[config.mk]
export PLATFORM = sky130hd
export DESIGN_NAME = truth_table_sweeper
export DESIGN_NICKNAME = d
export VERILOG_FILES = /design/src/rtl/truth_table_sweeper.sv
export SDC_FILE = /design/constraint.sdc
export NUM_CORES = 1
export LEC_CHECK = 0
export ABC_CLOCK_PERIOD_IN_PS = 4200
export BUFFER_PORTS_ARGS = -buffer_cell sky130_fd_sc_hd__buf_2
export CAP_MARGIN = 0
export CORE_MARGIN = 1
export CORE_UTILIZATION = 25
export DETAILED_ROUTE_END_ITERATION = 10
export PLACE_DENSITY = 0.53
export SYNTH_ARGS = -nofsm -noshare
export SYNTH_HDL_FRONTEND = slang
export SYNTH_SLANG_ARGS = --single-unit
[constraint.sdc]
create_clock -name clk -period 4.2 [get_ports clk]
set_input_delay 0.63 -clock clk [delete_from_list [all_inputs] [get_ports clk]]
set_output_delay 0.63 -clock clk [all_outputs]
set_load 0.01 [all_outputs]
[src/rtl/truth_table_sweeper.sv]
// truth_table_sweeper: walks every input vector of an N_IN-input function, captures y into a table, checks it against a latched expectation.
// Latency: start accept -> done_o pulse is 2**N_IN*(SETTLE+1)+1 cycles; each vector is held SETTLE cycles plus one sample cycle.
// Backpressure: none; start is only taken in IDLE, abort cancels a running sweep, all outputs are registered.
module truth_table_sweeper #(
  parameter int N_IN   = 5,
  parameter int SETTLE = 2
) (
  input  logic                  clk,
  input  logic                  rst_n,
  input  logic                  start,
  input  logic                  abort,
  input  logic [(1<<N_IN)-1:0]  exp_i,
  input  logic                  y_i,
  output logic [N_IN-1:0]       vec_o,
  output logic                  busy_o,
  output logic                  done_o,
  output logic [(1<<N_IN)-1:0]  table_o,
  output logic [N_IN:0]         ones_o,
  output logic                  pass_o,
  output logic                  fail_valid_o,
  output logic [N_IN-1:0]       fail_idx_o,
  output logic                  aborted_o
);

  localparam int TW = 1 << N_IN;
  // Settle counter runs 0..SETTLE-1; keep at least one bit so SETTLE=1 still elaborates.
  localparam int CW = (SETTLE > 1) ? $clog2(SETTLE) : 1;

  localparam logic [1:0] ST_IDLE   = 2'd0;
  localparam logic [1:0] ST_SETTLE = 2'd1;
  localparam logic [1:0] ST_SAMPLE = 2'd2;
  localparam logic [1:0] ST_DONE   = 2'd3;

  localparam logic [N_IN-1:0] IDX_LAST = {N_IN{1'b1}};
  localparam logic [CW-1:0]   CNT_LAST = CW'(SETTLE - 1);

  logic [1:0]      state;
  logic [N_IN-1:0] idx;
  logic [CW-1:0]   cnt;
  logic [TW-1:0]   exp_q;

  logic accept;
  logic sample_ok;
  logic abort_hit;
  logic last_vec;
  logic mismatch;
  logic first_fail;

  // Decode the events that every register group reacts to.
  always_comb begin
    accept     = (state == ST_IDLE) && start && !abort;
    abort_hit  = abort && ((state == ST_SETTLE) || (state == ST_SAMPLE));
    sample_ok  = (state == ST_SAMPLE) && !abort;
    last_vec   = (idx == IDX_LAST);
    mismatch   = (y_i != exp_q[idx]);
    first_fail = mismatch && !fail_valid_o;
  end

  // Sequencer: state, vector index, settle counter and the registered vec/busy/done outputs.
  always_ff @(posedge clk) begin
    if (!rst_n) begin
      state  <= ST_IDLE;
      idx    <= '0;
      cnt    <= '0;
      vec_o  <= '0;
      busy_o <= 1'b0;
      done_o <= 1'b0;
    end else begin
      done_o <= 1'b0;
      case (state)
        ST_IDLE: begin
          if (accept) begin
            state  <= ST_SETTLE;
            idx    <= '0;
            cnt    <= '0;
            vec_o  <= '0;
            busy_o <= 1'b1;
          end
        end
        ST_SETTLE: begin
          if (abort) begin
            state  <= ST_IDLE;
            vec_o  <= '0;
            busy_o <= 1'b0;
          end else if (cnt == CNT_LAST) begin
            state <= ST_SAMPLE;
          end else begin
            cnt <= cnt + 1'b1;
          end
        end
        ST_SAMPLE: begin
          if (abort) begin
            state  <= ST_IDLE;
            vec_o  <= '0;
            busy_o <= 1'b0;
          end else if (last_vec) begin
            // Terminal index: no wrap, the sweep ends here.
            state  <= ST_DONE;
            vec_o  <= '0;
            busy_o <= 1'b0;
            done_o <= 1'b1;
          end else begin
            state <= ST_SETTLE;
            idx   <= idx + 1'b1;
            vec_o <= idx + 1'b1;
            cnt   <= '0;
          end
        end
        default: begin
          // ST_DONE lasts exactly one cycle.
          state <= ST_IDLE;
        end
      endcase
    end
  end

  // Capture: write y into the table and count ones on each non-aborted sample edge.
  always_ff @(posedge clk) begin
    if (!rst_n) begin
      table_o <= '0;
      ones_o  <= '0;
    end else if (accept) begin
      table_o <= '0;
      ones_o  <= '0;
    end else if (sample_ok) begin
      table_o[idx] <= y_i;
      ones_o       <= ones_o + (N_IN+1)'(y_i);
    end
  end

  // Verdict: latch the expected table, track the first mismatch, pass and abort status.
  always_ff @(posedge clk) begin
    if (!rst_n) begin
      exp_q        <= '0;
      pass_o       <= 1'b0;
      fail_valid_o <= 1'b0;
      fail_idx_o   <= '0;
      aborted_o    <= 1'b0;
    end else if (accept) begin
      exp_q        <= exp_i;
      pass_o       <= 1'b0;
      fail_valid_o <= 1'b0;
      fail_idx_o   <= '0;
      aborted_o    <= 1'b0;
    end else begin
      if (abort_hit) begin
        aborted_o <= 1'b1;
      end
      // Only the first mismatch is recorded; later ones leave the index alone.
      if (sample_ok && first_fail) begin
        fail_valid_o <= 1'b1;
        fail_idx_o   <= idx;
      end
      // Include the final sample's own mismatch, since fail_valid_o updates on the same edge.
      if (sample_ok && last_vec) begin
        pass_o <= !(fail_valid_o || mismatch);
      end
    end
  end

endmodule

# [Yosys cells after proc, flatten, opt, wreduce, memory -nomap -nowiden]
# Cells that the tools add are included.
[totals] ff_bits=93 latch_bits=0 ramBits=0 rom_bits=0 input_bits=37 output_inout_bits=53 word_cells=85 memories=0
[op_classes] n_addsub=3 multipliers=0 div_mod_pow=0 n_lt_le_gt_ge=2 eq_ne=11 shift=0 n_mux=31 bitwise_logic=2 n_reduce_logical=23
[ops] cell="$bwmux 32" count=1
[ops] cell="$mux 5" count=6
[ops] cell="$pmux 5 s3" count=1
[ops] cell="$mux 1" count=12
[ops] cell="$mux 2" count=5
[ops] cell="$ne 2x2->1 const B" count=5
[ops] cell="$pmux 5 s2" count=1
[ops] cell="$logic_and 1x1->1" count=8
[ops] cell="$reduce_and 4->1" count=2
[ops] cell="$add 6x1->6" count=1
[ops] cell="$lt 5x6->1 const B" count=1
[ops] cell="$ne 3x3->1 const B" count=2
[ops] cell="$pmux 1 s3" count=2
[ops] cell="$pmux 2 s3" count=1
[ops] cell="$add 5x1->5 const B" count=1
[ops] cell="$bmux 1 s5" count=1
[ops] cell="$demux 1 s5" count=1
[ops] cell="$eq 5x5->1 const B" count=1
[ops] cell="$ge 5x1->1 const B" count=1
[ops] cell="$reduce_and 5->1" count=1
[ops] cell="$logic_not 1->1" count=3
[ops] cell="$reduce_and 3->1" count=1
[ops] cell="$reduce_bool 3->1" count=1
[ops] cell="$reduce_or 3->1" count=1
[ops] cell="other kinds (10)" count=12

# [Longest topological paths before layout]
# Gate-level depths: netlist of run 1.
[depth] word_depth=5 mapped_depth=10 depth_no_buf=8

# [Least setup slack after synthesis of run 1]
# Ideal clock, no wire load.
[synth_timing] path_kind="flip-flop to flip-flop" from="reg idx[0]" to="reg idx[2]" setup_ns=0.128 t_arrival_ns=1.946 t_required_ns=4.072 slack_ns=2.127 stages_incl_launch_ff=9 n_path_buf=1 synth_period_minus_slack_ns=2.073 cell_sequence="dfxtp_1 ha_1 and3_1 ha_1 clkbuf_1 a221oi_2 nand2_1 a22oi_1 nor2_1"
[synth_between] word_cells_on_any_way=7 cone_classes="1 x add/sub; 2 x eq/ne; 3 x mux; 1 x reduce/logical"
[synth_lines] element="start, declared" line_no="38" text="logic [N_IN-1:0] idx;"
[synth_lines] element="start signal, assigned" line_no="104" text="idx <= idx + 1'b1;"
[synth_lines] element="$eq 5x5->1" line_no="54" text="last_vec = (idx == IDX_LAST);"
[synth_lines] element="named net last_vec" line_no="45" text="logic last_vec;"
[synth_lines] element="$ne 2x2->1 (no source line)"
[synth_lines] element="$reduce_and 4->1 (no source line)"
# The timed path passes the listed nets, and every way through them passes these cells. The select of a mux whose other input is x is not followed.
# A chain may end at the register's enable or synchronous reset.

# [Worst setup path after layout of run 1]
[layout_timing] from="reg idx[1]" to="reg idx[2]"
# The elaborated chain is that of the path after synthesis.

==> impl_metrics.py, run 1 <==
metrics = {
    "clocking": {
        "cts_resized": 0,
        "cts_hold_buf": 0,
        "clock_sinks": 93,
        "cts_tree": "built",
        "post-cts-setup-buffer-count": 0,
        "clockBufferDepth": 2,
        "h-tree-depth": 3,
        "insertion_delay_ns": 0.34,
        "path_clk_slew_ns": 0.07,
        "clock-root-buffer": "clkbuf_16",
        "cts_buffers": 9,
    },
    "synth": {
        "avgSynthCellArea_um2": 8.29,
        "synth_top_family_by_area": "simple AND/OR/NAND/NOR gates",
        "ys_warn_count": 0,
        "synth_area_leaders": "dfxtp_1, nand2_1, mux2i_1",
        "async_reset_ff_share_pct": 0,
        "synth_area_um2": 4250,
        "synth_mux_area_share_pct": 9.04,
        "synth-adder-area-share_pct": 3.24,
        "synth_xor_area_share_pct": 1.03,
        "yosysTopAreaCell": "dfxtp_1",
        "ys_types": 50,
        "yosysTopAreaCellShare_pct": 43.8,
        "ys_ff_latch": 93,
        "synth_edf_count": 0,
        "yosysSeqAreaShare_pct": 43.8,
        "synth_compound_area_share_pct": 16.5,
        "ys.flop_type": "dfxtp_1",
        "yosys.area_share.simple_pct": 21.6,
        "syn_nets": 561,
        "synth_cells": 513,
    },
    "route": {
        "drc_errors": 0,
        "dr_total_vias": 3625,
        "drt_pass1_iterations": 4,
        "routed_wl_um": 11000,
        "final_antenna_net_count": 0,
        "avgViaCountPerCell": 4.53,
        "routedWlPerCell_um": 13.7,
        "drt-initial-drc-count": 301,
    },
    "cells_and_area": {
        "layout.nets": 627,
        "area_growth_pct": 19.6,
        "final_cells": 801,
        "n_antenna_cell": 0,
        "drive_gt1_share_pct": 20.5,
        "fillCellCount": 1820,
        "multi_input_area_um2": 2180,
        "regArea_um2": 1860,
        "finish.instance_area_um2": 5080,
    },
    "pwr": {
        "power_density_nw_per_um2": 366,
        "ir_drop_mv": 0.198,
        "power_leakage_nw": 1.99,
    },
    "sta": {
        "fin_skew_ns": 0.00747,
        "fmax_ghz": 0.355,
        "fin_crit_ns": 2.81,
        "min_period_over_period_pct": 67.0,
        "setup-violations-final": 0,
        "slew_headroom_pct": 35.0,
        "hold_viol_final": 0,
        "slew_viol_final": 0,
        "rsz0062_at_grt": "false",
        "worstMarginPinSlew_ns": 0.973,
        "whs_ns": 0.453,
        "setup_tns_ns": 0,
    },
    "setup_path": {
        "cp-start-kind": "flip-flop",
        "r2r_slack_ns": 1.39,
        "worstPathArrival_ns": 3.03,
        "r2r-end": "idx[2]$_SDFFE_PN0P_",
        "crit-reg2reg-launch": "idx[1]$_SDFFE_PN0P_",
        "crit_path_cell_trace": "ha_1, and3_1, ha_1, a221oi_2, nand2_1, a22oi_1, nor2_1",
        "critPathCapture": "idx[2]$_SDFFE_PN0P_",
        "critPathLaunch": "idx[1]$_SDFFE_PN0P_",
        "crit_top_cell": "ha_1",
        "crit_path_end_kind": "flip-flop",
        "crit_fanout": 20,
        "slowest_delay_ns": 0.63,
        "cpMaxStageDelayCell": "dfxtp_1",
        "worstRegToRegCells": 7,
        "crit_required_ns": 4.42,
        "crit_type": "flip-flop to flip-flop",
    },
    "placement": {
        "post-place-cells": 788,
        "gp_congestion": 0.792,
        "place_area_um2": 4830,
        "dpl.hpwl_um": 8050,
        "portBuffers": 89,
    },
    "global_route": {
        "grt_pass1_vias": 3444,
        "grt_max_degree": 42,
        "antenna_found_initial": 0,
        "grtUsageTotal_pct": 13.1,
        "grt_pass1_wl_um": 18000,
        "grt-ovfl-total": 0,
    },
    "floorplan": {
        "die_w_um": 132,
        "dieArea_um2": 17500,
        "start_util_pct": 25.6,
        "core_um2": 16600,
        "die_h_um": 132,
        "ios": 90,
        "row_count": 47,
    },
    "run_status": {
        "status": "finished clean",
    },
    "flow_run": {
        "cap_violations": 0,
    },
    "min_path": {
        "worstHoldPathType": "flip-flop to flip-flop",
    },
}
## routing by layer
layer | wire (µm) | up-vias | track usage (%)
li1 | - | 1859 | -
met1 | 5290 | 1667 | 17.4
met2 | 5020 | 93 | 20.4
met3 | 596 | 6 | 3.61
met4 | 87 | 0 | 4.28
met5 | 0 | - | 0
## stage by stage
step | power [mW] | util [%] | setup slack (ns)
floorplan | 1.09 | - | 2.13
global placement | 1.15 | 29.1 | 1.56
detailed placement | 1.16 | 29.1 | 1.43
CTS | 1.89 | 30.7 | 1.42
global route | 1.95 | 30.7 | 1.17
finish | 1.86 | 30.7 | 1.39
## cell type report
type / count / share of cell area [%]
tap: 220 / 5.41
inverter: 9 / 0.664
timing repair buffer: 93 / 9.35
clock inverter: 3 / 0.295
multi-input combinational: 373 / 43.0
clock buffer: 10 / 4.70
sequential: 93 / 36.6
## flip-flops by register name, summed over array words and instances (netlist names)
name / flops
exp_q: 32
ones_o: 6
done_o: 1
fail_valid_o: 1
pass_o: 1
idx: 5
fail_idx_o: 5
table_o: 32
aborted_o: 1
busy_o: 1
state: 2
vec_o: 5
cnt: 1
## how the worst min path moves through the flow
stage / start / to / depth (start not counted)
3_3_place_gp: exp_q[0]$_SDFFE_PN0P_ / exp_q[0]$_SDFFE_PN0P_ / 2
3_5_place_dp: fail_idx_o[4]$_SDFFE_PP0P_ / fail_idx_o[4]$_SDFFE_PP0P_ / 2
4_1_cts: fail_idx_o[4]$_SDFFE_PP0P_ / fail_idx_o[4]$_SDFFE_PP0P_ / 2
6_report: fail_idx_o[4]$_SDFFE_PP0P_ / fail_idx_o[4]$_SDFFE_PP0P_ / 2
5_1_grt: exp_q[1]$_SDFFE_PN0P_ / exp_q[1]$_SDFFE_PN0P_ / 2
2_1_floorplan: exp_q[0]$_SDFFE_PN0P_ / exp_q[0]$_SDFFE_PN0P_ / 2
## critical path: cells and delay by family, from the launching register on
family / cells / cell delay [ns]
and+or+nand+nor: 3 / 0.53
DFF: 1 / 0.63
AOI/OAI and AO/OA: 2 / 0.83
adders and majority gates: 2 / 0.71
## power by group
| part | switching [mW] | total (mW) | internal, mW |
|---|---|---|---|
| clock | 0.323 | 0.727 | 0.404 |
| combinational | 0.129 | 0.207 | 0.0775 |
| sequential | 0.0154 | 0.926 | 0.911 |
| total | 0.468 | 1.86 | 1.39 |
## cell usage after synthesis, drive strengths merged (5+ instances only)
master and instances:
ha 11, o21ai 26, o22ai 5, a21boi 30
nand3 10, a21oi 33, nor2 62, inv 9
clkbuf 28, nor2b 6, dfxtp 93, nand2 111
buf 10, mux2i 32
## layout by cell type, fill, tap and decap left out, types with 2 or more instances in the layout
master	count
nand2_1	111
nand4_1	2
ha_1	11
clkinv_2	3
and3_1	4
nand3b_1	2
or3b_1	2
o21ai_0	18
a21boi_0	30
or2_1	2
o22ai_1	5
a221oi_2	2
xor2_1	4
nor3_1	3
inv_2	3
nor2b_1	5
a22oi_1	2
a21oi_1	32
dfxtp_1	93
buf_4	4
mux2i_1	32
nand3_1	10
or3_1	2
inv_1	6
nor3b_1	2
nor2_1	62
buf_2	89
o21ai_1	8
a32oi_1	2
a211oi_1	2
clkbuf_16	9
## logic make-up (layout without fill, tap and decap cells)
logic type / count (synthesis) / in the layout
AO/OA/AOI/OAI: 110 / 110
XOR/XNOR: 5 / 5
adder cells (fa/ha/maj): 11 / 11
buffers and inverters: 47 / 115
flip-flops: 93 / 93
multiplexers: 35 / 35
AND/OR/NAND/NOR: 212 / 212
Power figures use the tool's default switching activity.
==> run 2: changes to the inputs <==
--- a/config.mk
+++ b/config.mk
@@ -5,13 +5,14 @@
 export SDC_FILE = /design/constraint.sdc
 export NUM_CORES = 1
 export LEC_CHECK = 0
-export ABC_CLOCK_PERIOD_IN_PS = 4200
+export ABC_AREA = 1
+export ABC_CLOCK_PERIOD_IN_PS = 2450
 export BUFFER_PORTS_ARGS = -buffer_cell sky130_fd_sc_hd__buf_2
 export CAP_MARGIN = 0
 export CORE_MARGIN = 1
 export CORE_UTILIZATION = 25
 export DETAILED_ROUTE_END_ITERATION = 10
-export PLACE_DENSITY = 0.53
+export PLACE_DENSITY = 0.54
 export SYNTH_ARGS = -nofsm -noshare
 export SYNTH_HDL_FRONTEND = slang
 export SYNTH_SLANG_ARGS = --single-unit
==> constraint.sdc (replaced) <==
create_clock -name clk -period 2.45 [get_ports clk]
set_input_delay 0.3675 -clock clk [delete_from_list [all_inputs] [get_ports clk]]
set_output_delay 0.3675 -clock clk [all_outputs]
set_load 0.01 [all_outputs]
==> impl_metrics.py, run 2 <==
metrics = {
    "global_route": {
        "grt_use_met1_pct": 17.6,
        "met3_usage_pct": 3.24,
        "grt_max_degree": 61,
        "grt_pass1_vias": 3566,
        "antenna_found_initial": 0,
        "grt_busiest_layer": "met2",
        "grt-ovfl-total": 0,
        "grtUsageMet2_pct": 22.0,
        "grt_pass1_wl_um": 18600,
        "grtUsageTotal_pct": 13.7,
    },
    "sta": {
        "fin_skew_ns": 0.0125,
        "finalWorstSetupSlack_ns": 0.397,
        "rsz0062_at_grt": "false",
        "fmax_ghz": 0.487,
        "setup_tns_ns": 0,
        "slew_headroom_pct": 59.8,
        "fin_crit_ns": 2.05,
        "min_period_over_period_pct": 83.8,
        "worstMarginPinSlew_ns": 0.603,
        "setup-violations-final": 0,
        "hold_viol_final": 0,
        "slew_viol_final": 0,
    },
    "synth": {
        "async_reset_ff_share_pct": 0,
        "yosysTopAreaCellShare_pct": 44.6,
        "synth_area_um2": 4170,
        "ys_types": 35,
        "ys_warn_count": 0,
        "avgSynthCellArea_um2": 7.39,
        "ys_ff_latch": 93,
        "yosysTopAreaCell": "dfxtp_1",
        "synth_area_leaders": "dfxtp_1, a21oi_1, nand2_1",
        "ys.flop_type": "dfxtp_1",
        "syn_nets": 613,
        "synth_edf_count": 0,
        "yosysSeqAreaShare_pct": 44.6,
        "synth.most_common_cell": "nand2_1",
        "synth_cells": 565,
        "synth_common_cells": "nand2_1, dfxtp_1, a21oi_1, o21ai_0, inv_1",
    },
    "floorplan": {
        "core_um2": 16100,
        "dieArea_um2": 17200,
        "start_util_pct": 25.9,
        "die_w_um": 131,
        "row_count": 46,
        "die_h_um": 131,
        "ios": 90,
    },
    "clocking": {
        "cts_tree": "built",
        "cts_buffers": 9,
        "insertion_delay_ns": 0.35,
        "clockBufferDepth": 2,
        "h-tree-depth": 3,
        "post-cts-setup-buffer-count": 0,
        "clock_sinks": 93,
        "path_clk_slew_ns": 0.06,
        "clock-root-buffer": "clkbuf_16",
        "cts_hold_buf": 0,
        "cts_resized": 0,
    },
    "cells_and_area": {
        "largest_registers": "exp_q (32), table_o (32), ones_o (6)",
        "drive_gt1_share_pct": 20.9,
        "regArea_um2": 1860,
        "fillCellCount": 1788,
        "post-route-util_pct": 32.1,
        "layout_common_cells": "nand2_1, dfxtp_1, buf_2",
        "area_growth_pct": 23.8,
        "multi_input_area_um2": 1910,
        "layout.nets": 698,
        "n_antenna_cell": 0,
        "final_common_cell": "nand2_1",
    },
    "route": {
        "drt-initial-drc-count": 210,
        "drc_errors": 0,
        "routedWlPerCell_um": 13.0,
        "routed_wl_um": 11400,
        "dr_total_vias": 3813,
        "avgViaCountPerCell": 4.38,
        "final_antenna_net_count": 0,
        "drt_pass1_iterations": 4,
    },
    "placement": {
        "portBuffers": 89,
        "gp_congestion": 0.825,
        "dpl.hpwl_um": 8350,
        "post-place-ws_ns": 0.397,
    },
    "setup_path": {
        "crit_type": "flip-flop to flip-flop",
        "crit_fanout": 10,
        "r2r-end": "table_o[9]$_SDFFE_PP0P_",
        "r2r_slack_ns": 0.40,
        "cp-start-kind": "flip-flop",
        "crit-reg2reg-launch": "state[0]$_SDFFE_PN0P_",
        "worstRegToRegCells": 8,
        "crit_path_end_kind": "flip-flop",
        "crit_required_ns": 2.70,
        "worstPathArrival_ns": 2.30,
    },
    "min_path": {
        "min_from": "exp_i[6]",
        "worstHoldEndpoint": "exp_q[6]$_SDFFE_PN0P_",
        "worstHoldPathType": "primary input to flip-flop",
        "holdPathStages": 3,
    },
    "pwr": {
        "power_leakage_nw": 2.30,
        "power_density_nw_per_um2": 828,
        "ir_drop_mv": 0.336,
    },
    "run_status": {
        "status": "finished clean",
    },
    "flow_run": {
        "cap_violations": 0,
    },
}
-- run 2: cell count changes after synthesis, moves of 7 or more --
| cell | change |
|---|---|
| a21boi_0 | -30 |
| o21ai_0 | +49 |
| inv_1 | +60 |
| a311oi_1 | +7 |
| a21oi_1 | +49 |
| mux2i_1 | -32 |
| o21ai_1 | -7 |
| nand3_1 | +7 |
| nand2_1 | -17 |
| clkbuf_1 | -10 |
-- run 2: cell type report --
type | instances | area share (%)
tap | 216 | 5.23
sequential | 93 | 36.0
timing repair buffer | 98 | 9.93
multi-input combinational | 374 | 37.1
inverter | 74 | 5.43
clock inverter | 5 | 1.62
clock buffer | 11 | 4.70
-- run 2: per-layer routing --
layer / routed length (µm) / up-vias
met5: 0 / -
met4: 167 / 0
met3: 447 / 14
met2: 5380 / 65
met1: 5360 / 1719
li1: - / 2015
-- run 2: cell families (layout without fill, tap and decap cells) --
logic type,after synthesis,after routing,share of synthesized area (%)
flip-flops,93,93,44.6
adder cells (fa/ha/maj),11,11,3.30
XOR/XNOR,2,2,0.420
AO/OA/AOI/OAI,159,159,19.9
AND/OR/NAND/NOR,202,202,22.2
buffers and inverters,98,188,9.53
-- run 2: worst max-delay path by stage --
stage,to,startpoint,cells past startpoint
2_1_floorplan,idx[2]$_SDFFE_PN0P_,idx[0]$_SDFFE_PN0P_,10
3_3_place_gp,vec_o[0]$_SDFFE_PN0P_,state[0]$_SDFFE_PN0P_,10
3_5_place_dp,vec_o[0]$_SDFFE_PN0P_,state[0]$_SDFFE_PN0P_,10
4_1_cts,vec_o[0]$_SDFFE_PN0P_,state[0]$_SDFFE_PN0P_,10
5_1_grt,table_o[26]$_SDFFE_PP0P_,state[1]$_SDFFE_PN0P_,7
6_report,table_o[9]$_SDFFE_PP0P_,state[0]$_SDFFE_PN0P_,8
-- run 2: worst max-delay path: stages (launching register included) --
cell and delay (ns):
dfxtp_1 0.34, inv_1 0.08, ha_1 0.18, inv_1 0.07, nor2_2 0.41, nand2_1 0.33, inv_1 0.25, a21oi_1 0.09
a311oi_1 0.21
-- run 2: metrics by stage --
| stage | std cells | area, µm² | power [mW] | hold WS (ns) |
|---|---|---|---|---|
| 3_3_place_gp | 855 | 4840 | 2.80 | 0.443 |
| 2_1_floorplan | 565 | 4170 | 2.52 | 0.425 |
| 4_1_cts | 871 | 5170 | 4.33 | 0.242 |
| 6_report | 871 | 5170 | 4.28 | 0.251 |
| 3_5_place_dp | 855 | 4840 | 2.80 | 0.444 |
| 5_1_grt | 871 | 5170 | 4.55 | 0.278 |
-- run 2: power breakdown --
part           internal [mW]  switching [mW]  leakage [nW]
registers               1.67          0.0791         0.755
clock network          0.924           0.592         0.152
logic                  0.328           0.691          1.39
